## src/rtl/serial_pkg.sv

```systemverilog
// Shared definitions for the serial transmitter and receiver: FSM encoding and default bit timing.
package serial_pkg;

  localparam int unsigned BIT_CLKS_DEFAULT = 278;

  typedef enum logic [1:0] {
    ST_IDLE  = 2'd0,
    ST_START = 2'd1,
    ST_DATA  = 2'd2,
    ST_STOP  = 2'd3
  } serial_state_e;

endpackage

```

## src/rtl/serial_tx_fifo.sv

```systemverilog
// Byte FIFO with registered read data and occupancy; pointers wrap modulo DEPTH (power of two).
module serial_tx_fifo #(
  parameter  int unsigned DEPTH = 4,
  localparam int unsigned PTR_W = (DEPTH > 1) ? $clog2(DEPTH) : 1,
  localparam int unsigned LVL_W = $clog2(DEPTH) + 1
) (
  input  logic             clk64,
  input  logic             reset,
  input  logic             push,
  input  logic [7:0]       wr_data,
  input  logic             pop,
  output logic [7:0]       rd_data,
  output logic [LVL_W-1:0] level
);

  logic [7:0]       mem_q [DEPTH];
  logic [PTR_W-1:0] wr_ptr_q, wr_ptr_d;
  logic [PTR_W-1:0] rd_ptr_q, rd_ptr_d;
  logic [LVL_W-1:0] level_q, level_d;
  logic [7:0]       rd_data_q, rd_data_d;

  always_comb begin
    wr_ptr_d  = wr_ptr_q;
    rd_ptr_d  = rd_ptr_q;
    level_d   = level_q;
    rd_data_d = rd_data_q;
    if (push) begin
      wr_ptr_d = wr_ptr_q + PTR_W'(1);
    end
    if (pop) begin
      rd_ptr_d  = rd_ptr_q + PTR_W'(1);
      rd_data_d = mem_q[rd_ptr_q];
    end
    case ({push, pop})
      2'b10:   level_d = level_q + LVL_W'(1);
      2'b01:   level_d = level_q - LVL_W'(1);
      default: level_d = level_q;
    endcase
  end

  always_ff @(posedge clk64) begin
    if (!reset) begin
      wr_ptr_q  <= '0;
      rd_ptr_q  <= '0;
      level_q   <= '0;
      rd_data_q <= '0;
    end else begin
      wr_ptr_q  <= wr_ptr_d;
      rd_ptr_q  <= rd_ptr_d;
      level_q   <= level_d;
      rd_data_q <= rd_data_d;
    end
  end

  // Storage needs no reset; occupancy alone defines validity.
  always_ff @(posedge clk64) begin
    if (push) begin
      mem_q[wr_ptr_q] <= wr_data;
    end
  end

  assign rd_data = rd_data_q;
  assign level   = level_q;

endmodule

```

## src/rtl/serial_tx.sv

```systemverilog
// Buffered 8N1/8N2 serial transmitter: bytes queue in a FIFO and are framed LSB first on tx.
module serial_tx
  import serial_pkg::*;
#(
  parameter  int unsigned BIT_CLKS   = BIT_CLKS_DEFAULT,
  parameter  int unsigned STOP_BITS  = 1,
  parameter  int unsigned FIFO_DEPTH = 4,
  localparam int unsigned LVL_W      = $clog2(FIFO_DEPTH) + 1
) (
  input  logic             clk64,
  input  logic             reset,
  input  logic [7:0]       tx_byte,
  input  logic             tx_valid,
  output logic             tx_ready,
  output logic             tx,
  output logic             busy,
  output logic [LVL_W-1:0] fifo_level
);

  localparam int unsigned      CNT_W     = (BIT_CLKS > 1) ? $clog2(BIT_CLKS) : 1;
  localparam logic [CNT_W-1:0] CNT_LAST  = CNT_W'(BIT_CLKS - 1);
  localparam logic [3:0]       STOP_LAST = 4'(STOP_BITS - 1);
  localparam logic [LVL_W-1:0] LVL_FULL  = LVL_W'(FIFO_DEPTH);

  serial_state_e    state_q, state_d;
  logic [CNT_W-1:0] clk_cnt_q, clk_cnt_d;
  logic [3:0]       bit_cnt_q, bit_cnt_d;
  logic [7:0]       shift_q, shift_d;
  logic             tx_q, tx_d;
  logic             tx_ready_q, tx_ready_d;
  logic             busy_q, busy_d;
  logic             push, pop, bit_end;
  logic [7:0]       fifo_data;
  logic [LVL_W-1:0] level_next;

  assign push       = tx_valid && tx_ready_q;
  assign bit_end    = (clk_cnt_q == CNT_LAST);
  assign level_next = fifo_level + LVL_W'(push) - LVL_W'(pop);

  serial_tx_fifo #(
    .DEPTH (FIFO_DEPTH)
  ) u_fifo (
    .clk64   (clk64),
    .reset   (reset),
    .push    (push),
    .wr_data (tx_byte),
    .pop     (pop),
    .rd_data (fifo_data),
    .level   (fifo_level)
  );

  // Next state; the popped byte lands in fifo_data a cycle later, so it is loaded at the end of START.
  always_comb begin
    state_d   = state_q;
    clk_cnt_d = clk_cnt_q;
    bit_cnt_d = bit_cnt_q;
    shift_d   = shift_q;
    pop       = 1'b0;
    if (state_q != ST_IDLE) begin
      clk_cnt_d = bit_end ? '0 : clk_cnt_q + CNT_W'(1);
    end
    case (state_q)
      ST_IDLE: begin
        if (fifo_level != '0) begin
          pop     = 1'b1;
          state_d = ST_START;
        end
      end
      ST_START: begin
        if (bit_end) begin
          shift_d   = fifo_data;
          bit_cnt_d = '0;
          state_d   = ST_DATA;
        end
      end
      ST_DATA: begin
        if (bit_end) begin
          shift_d = {1'b0, shift_q[7:1]};
          if (bit_cnt_q == 4'd7) begin
            bit_cnt_d = '0;
            state_d   = ST_STOP;
          end else begin
            bit_cnt_d = bit_cnt_q + 4'd1;
          end
        end
      end
      ST_STOP: begin
        if (bit_end) begin
          if (bit_cnt_q == STOP_LAST) begin
            bit_cnt_d = '0;
            if (fifo_level != '0) begin
              pop     = 1'b1;
              state_d = ST_START;
            end else begin
              state_d = ST_IDLE;
            end
          end else begin
            bit_cnt_d = bit_cnt_q + 4'd1;
          end
        end
      end
      default: state_d = ST_IDLE;
    endcase
  end

  // Registered outputs; tx and busy trail the state register by one cycle together.
  always_comb begin
    tx_d = 1'b1;
    case (state_q)
      ST_START: tx_d = 1'b0;
      ST_DATA:  tx_d = shift_q[0];
      default:  tx_d = 1'b1;
    endcase
    tx_ready_d = (level_next != LVL_FULL);
    busy_d     = (state_q != ST_IDLE) || (fifo_level != '0);
  end

  always_ff @(posedge clk64) begin
    if (!reset) begin
      state_q    <= ST_IDLE;
      clk_cnt_q  <= '0;
      bit_cnt_q  <= '0;
      shift_q    <= '0;
      tx_q       <= 1'b1;
      tx_ready_q <= 1'b0;
      busy_q     <= 1'b0;
    end else begin
      state_q    <= state_d;
      clk_cnt_q  <= clk_cnt_d;
      bit_cnt_q  <= bit_cnt_d;
      shift_q    <= shift_d;
      tx_q       <= tx_d;
      tx_ready_q <= tx_ready_d;
      busy_q     <= busy_d;
    end
  end

  assign tx       = tx_q;
  assign tx_ready = tx_ready_q;
  assign busy     = busy_q;

endmodule

```

## config.mk

```make
export PLATFORM = sky130hd
export DESIGN_NAME = serial_tx
export DESIGN_NICKNAME = d
export VERILOG_FILES = /design/src/rtl/serial_pkg.sv /design/src/rtl/serial_tx_fifo.sv /design/src/rtl/serial_tx.sv
export SDC_FILE = /design/constraint.sdc
export NUM_CORES = 1
export LEC_CHECK = 0
export BUFFER_PORTS_ARGS = -buffer_cell sky130_fd_sc_hd__buf_2
export CAP_MARGIN = 20
export CORE_ASPECT_RATIO = 0.6
export CORE_MARGIN = 2
export CORE_UTILIZATION = 60
export CTS_CLUSTER_DIAMETER = 120
export DETAILED_ROUTE_END_ITERATION = 10
export GPL_TIMING_DRIVEN = 0
export PLACE_DENSITY = 0.78
export SLEW_MARGIN = 20
export SYNTH_ARGS = -nofsm -noshare
export SYNTH_HDL_FRONTEND = slang
export SYNTH_SLANG_ARGS = --single-unit
```

## constraint.sdc

```tcl
create_clock -name clk64 -period 3.7 [get_ports clk64]
set_input_delay 0.185 -clock clk64 [delete_from_list [all_inputs] [get_ports clk64]]
set_output_delay 0.185 -clock clk64 [all_outputs]
set_load 0.01 [all_outputs]
```

# Word level (Yosys, flattened, before mapping)
# Memory sizes are Yosys's and may differ from the RTL's. A register that Yosys moved wholly into a read port is not among the register bits.
# Index checks and enable logic that the tools add are counted.
[totals]
register_bits = 33
ram_bits = 32
inputBits = 11
out_inout_bits = 6
wordCells = 72
n_memories = 1
[classes]
addsub = 8
n_eq_ne = 14
muxes = 26
reduce_logical = 13
[mem_list]
columns = ["name", "words", "width", "read_ports", "rd_ports_with_merged_regs", "write_ports", "line_no", "rtl"]
rows = [
  ["u_fifo.mem_q", 4, 8, 1, 1, 1, "serial_tx_fifo.sv:16", "logic [7:0] mem_q [DEPTH];"],
]
[ops]
columns = ["cell", "n"]
rows = [
  ["$mux W4", 5],
  ["$mux W8", 2],
  ["$pmux W8 S2", 1],
  ["$mux W2", 6],
  ["$ne A2 B2 Y1 const B", 6],
  ["$pmux W4 S3", 1],
  ["$add A9 B1 Y9 const B", 1],
  ["$eq A9 B9 Y1 const B", 1],
  ["$mux W9", 1],
  ["$pmux W2 S4", 1],
  ["$eq A2 B2 Y1 const B", 3],
  ["$mux W1", 6],
  ["$pmux W3 S2", 1],
  ["$reduce_and A6 Y1", 1],
  ["$reduce_bool A2 Y1", 3],
  ["$reduce_bool A3 Y1", 2],
  ["$add A2 B1 Y2 const B", 2],
  ["$add A4 B1 Y4 const B", 1],
  ["$eq A2 B1 Y1 const B", 2],
  ["$eq A4 B3 Y1 const B", 1],
  ["$logic_not A4 Y1", 1],
  ["$pmux W1 S2", 2],
  ["$reduce_and A4 Y1", 1],
  ["$add A3 B1 Y3", 1],
  ["9 further kinds", 9],
]

# Longest topological paths before layout
[logic_depth]
word_depth = 7
ltp_mapped = 13
ltp_nobuf = 12

# Hierarchy
# From an unflattened synthesis, not the netlist that was laid out.
[unflattened]
cells_unflattened = 279
hier_area_um2 = 3313.2
[modules_own_cells]
columns = ["mod", "n_inst", "cells_per_inst", "area_per_inst_um2", "seq_area_each_um2"]
rows = [
  ["serial_tx_fifo", 1, 120, 1866.8, 1261.2],
  ["serial_tx", 1, 159, 1446.4, 520.5],
]

# Worst setup path before layout
# Ideal clock, no wire load.
[synth_timing]
path_type = "register to register"
start = "reg bit_cnt_q[0]"
end = "reg tx_ready_q (netlist: tx_ready)"
setup_ns = 0.119
t_arrival_ns = 2.559
required_ns = 3.581
setup_slack_ns = 1.023
stages_incl_launch_ff = 14
path_buffers = 1
synth_period_minus_slack_ns = 2.677
path_cell_list = "dfxtp_1 inv_1 ha_1 nor3b_1 a41oi_1 clkbuf_1 nor2_1 ha_1 inv_1 ha_1 fa_1 xnor2_1 xnor2_1 a21oi_1"
[synth_between]
elab_chain_len = 6
[synth_lines]
columns = ["item", "line_no", "rtl"]
rows = [
  ["start, declared", "serial_tx.sv:27", "logic [3:0] bit_cnt_q, bit_cnt_d;"],
  ["start signal, assigned", "serial_tx.sv:130", "bit_cnt_q <= bit_cnt_d;"],
  ["$logic_not A4 Y1", "serial_tx.sv:89", "if (bit_cnt_q == STOP_LAST) begin"],
  ["$mux W1", "serial_tx.sv:89", ""],
  ["$mux W1", "serial_tx.sv:88", "if (bit_end) begin"],
  ["$pmux W1 S2", "serial_tx.sv:62", "case (state_q)"],
  ["via pop", "serial_tx.sv:32", "logic push, pop, bit_end;"],
  ["$sub A3 B1 Y3", "serial_tx.sv:38", "assign level_next = fifo_level + LVL_W'(push) - LVL_W'(pop);"],
  ["$ne A3 B3 Y1", "serial_tx.sv:114", "tx_ready_d = (level_next != LVL_FULL);"],
  ["end signal, assigned", "serial_tx.sv:133", "tx_ready_q <= tx_ready_d;"],
  ["end, declared", "serial_tx.sv:30", "logic tx_ready_q, tx_ready_d;"],
]
# The timed path passes the listed nets, and every way through them passes these cells.
# A chain may end at the register's enable or synchronous reset.

# Worst setup path in the final report
# Same ends and word-level chain as after synthesis.

==> impl_metrics.csv <==
group,metric,value,unit
logic_synthesis,synth_flop_cell,"dfxtp_1",
clocking,path_clk_slew,0.08,ns
clocking,htree_levels,3,
floorplanning,start_util,0.639,
floorplanning,io-pin-count,17,
critical_path,path_cells,"inv_1, ha_1, nor3b_1, a41oi_1, clkbuf_1, nor2_1, ha_1, inv_1, ha_1, fa_1, xnor2_1, xnor2_1, a21oi_1",
routing,num_vias,2198,
timing,worst_pin_slew,0.653,ns
placement,gp_congestion,0.802,
clocking,cts_buffers,9,
routing,wire_per_inst,16.7,um
routing,viasPerCell,5.80,
critical_path,path_buf_inv,3,
global_route,grt_pass1_vias,2150,
routing,finalWirelength,6.34,mm
placement,io_buffers,15,
clocking,cts_resized,0,
clocking,clk_latency,0.34,ns
logic_synthesis,synth_mux_area_frac,0.0817,
logic_synthesis,synth_compound_area_frac,0.106,
logic_synthesis,synth_simple_gate_area_frac,0.134,
clocking,cts_sinks,73,
timing,min_period,3.20,ns
critical_path,end_kind,"flip-flop",
global_route,gr-total-overflow,0,
logic_synthesis,synth_cell_types,51,
critical_path,path_common_cell,"ha_1",
cells_and_area,area_delta_synth_final,11.5,%
power,leakage,1.31,nW
logic_synthesis,synth-xor-area-share,0.0344,
critical_path,cp.arrival,3.43,ns
timing,rsz0062_at_grt,"no",
run_status,status,"finished clean",
timing,fmax,313,MHz
cells_and_area,final_nets,336,
clocking,cts-root-buf,"clkbuf_8",
logic_synthesis,mappedNetlistArea,0.00331,mm^2
hold_path,hold_class,"in -> reg",
timing,layout_setup_ws,0.502,ns
logic_synthesis,synth_top_family_by_area,"simple AND/OR/NAND/NOR gates",
routing,drtIter0Drc,98,
routing,antenna_left,0,
floorplanning,core-area,0.00518,mm^2
critical_path,startpoint_type,"flip-flop",
cells_and_area,num_antenna_cells,0,
cells_and_area,num-fill-cells,377,
global_route,grt_pass1_wl,10.4,mm
clocking,cts_tree,"built",
floorplanning,die_area,0.00614,mm^2
global_route,antenna_found_initial,0,
logic_synthesis,async_flop_share,0,
placement,dp_slack,0.571,ns
placement,dp_hpwl,4.53,mm
global_route,grt_max_degree,14,
cells_and_area,multiInputGateArea,0.00141,mm^2
cells_and_area,final_cell_mix,"dfxtp_1 (41), edfxtp_1 (32), nor2_1 (28), buf_2 (18), a21oi_1 (18)",
cells_and_area,final-seq-area,0.00178,mm^2
logic_synthesis,synth_cells,282,
timing,finalHoldViolCount,0,
logic_synthesis,ys_seq_area_frac,0.539,
clocking,ctsHoldBuffers,0,
routing,drc,0,
timing,skew,0.00637,ns
timing,drv_slew,0,
timing,finalCritPeriodShare,0.864,
routing,first_pass_iters,5,
critical_path,crit_path_top_delay_cell,"a41oi_1",
global_route,grt.total_usage,0.234,
power,power.density,723,mW/mm^2
clocking,clockBufferDepth,2,
floorplanning,num_rows,20,
timing,fin_setup_tns,0,ns
cells_and_area,layout_commonest_cell,"dfxtp_1",
critical_path,critPathMaxFanout,10,
critical_path,critPathTopFamily,"adder cells",
cells_and_area,drive_gt1_frac,0.160,
flow_run,drv_cap,0,
timing,max_slew_margin,0.562,
logic_synthesis,synth_area_per_cell,11.7,um^2
power,peakVddDrop,0.000405,V
logic_synthesis,yosys_register_bits,73,
timing,setup-violations-final,0,
floorplanning,die-width,99.9,um
critical_path,critical_path_class,"reg -> reg",
clocking,cts_setup_buffers,0,
critical_path,slowest_delay,0.42,ns
logic_synthesis,yosys_warnings,0,
floorplanning,die_h,61.5,um
logic_synthesis,synth-edff-count,32,
critical_path,cp_data_required_time,3.93,ns
logic_synthesis,synth_nets,310,
logic_synthesis,synthAdderAreaFrac,0.0688,
## kinds of logic after synthesis
group / Yosys count
buf+inv: 28
xor+xnor: 13
fa+ha+maj: 17
simple gates: 81
mux: 17
flops: 73
compound gates: 53
## per-layer routing
layer / global-route usage / wire, um
met5: 0 / 0
met4: 0.0822 / 36
met3: 0.0795 / 397
met2: 0.332 / 2710
met1: 0.339 / 3190
## state kept, by name, indices dropped and copies added, names as in the netlist
signal / count
u_fifo.mem_q: 32
clk_cnt_q: 9
shift_q: 8
u_fifo.rd_data: 8
bit_cnt_q: 4
u_fifo.level: 3
state_q: 2
u_fifo.rd_ptr_q: 2
u_fifo.wr_ptr_q: 2
busy: 1
tx: 1
tx_ready: 1
## through the flow
step | cells | cell area [um^2] | util | hold slack, ns | power, mW
after floorplan | 282 | 3310 | - | 0.284 | 1.75
after global placement | 363 | 3470 | 0.669 | 0.403 | 1.94
after detailed placement | 363 | 3470 | 0.669 | 0.407 | 1.98
after CTS | 379 | 3690 | 0.712 | 0.0421 | 2.67
after global routing | 379 | 3690 | 0.712 | 0.0327 | 2.85
final | 379 | 3690 | 0.712 | 0.0569 | 2.66
## path summary, 6_finish.rpt
| check | from | endpoint | slack [ns] | cells past startpoint |
|---|---|---|---|---|
| min | tx_byte[6] | u_fifo.mem_q[0][6]$_DFFE_PP_ | 0.06 | 1 |
| max | bit_cnt_q[0]$_SDFFE_PN0P_ | tx_ready$_SDFF_PN0_ | 0.50 | 13 |
| max reg2reg | bit_cnt_q[0]$_SDFFE_PN0P_ | tx_ready$_SDFF_PN0_ | 0.50 | 13 |
| min reg2reg | shift_q[7]$_SDFFE_PN0P_ | shift_q[7]$_SDFFE_PN0P_ | 0.48 | 2 |
## area by class of cell
| cell class | instances | area share |
|---|---|---|
| multi-input cells | 181 | 0.381 |
| inverters | 17 | 0.0173 |
| clock buffers | 11 | 0.0383 |
| plain buffers | 11 | 0.0153 |
| well taps | 66 | 0.0224 |
| clock inverters | 5 | 0.0217 |
| flip-flops and latches | 73 | 0.483 |
| repair buffers | 15 | 0.0204 |
## Yosys cell counts, types with 3 or more instances
cell type  instances  area [um^2]
edfxtp_1          32          961
xor2_1             9         78.8
xnor2_1            4         35.0
buf_2              3         15.0
clkbuf_1           4         15.0
o21ai_0           14         70.1
mux2i_1            9         90.1
inv_1             16         60.1
dfxtp_1           41          821
a21oi_1           18         90.1
and3_1             6         37.5
or3_1              4         25.0
nand3_1           13         65.1
mux4_2             8          180
nand2_1            9         33.8
nor2_1            28          105
a211oi_1           9         67.6
ha_1              15          188
## power breakdown
group | leakage, nW | internal [mW] | switching (mW) | total, mW
clock | 0.107 | 0.397 | 0.290 | 0.687
combinational | 0.580 | 0.385 | 0.561 | 0.946
sequential | 0.623 | 0.962 | 0.0698 | 1.03
total | 1.31 | 1.74 | 0.920 | 2.66
No activity file was read; power rests on OpenSTA's default activity.
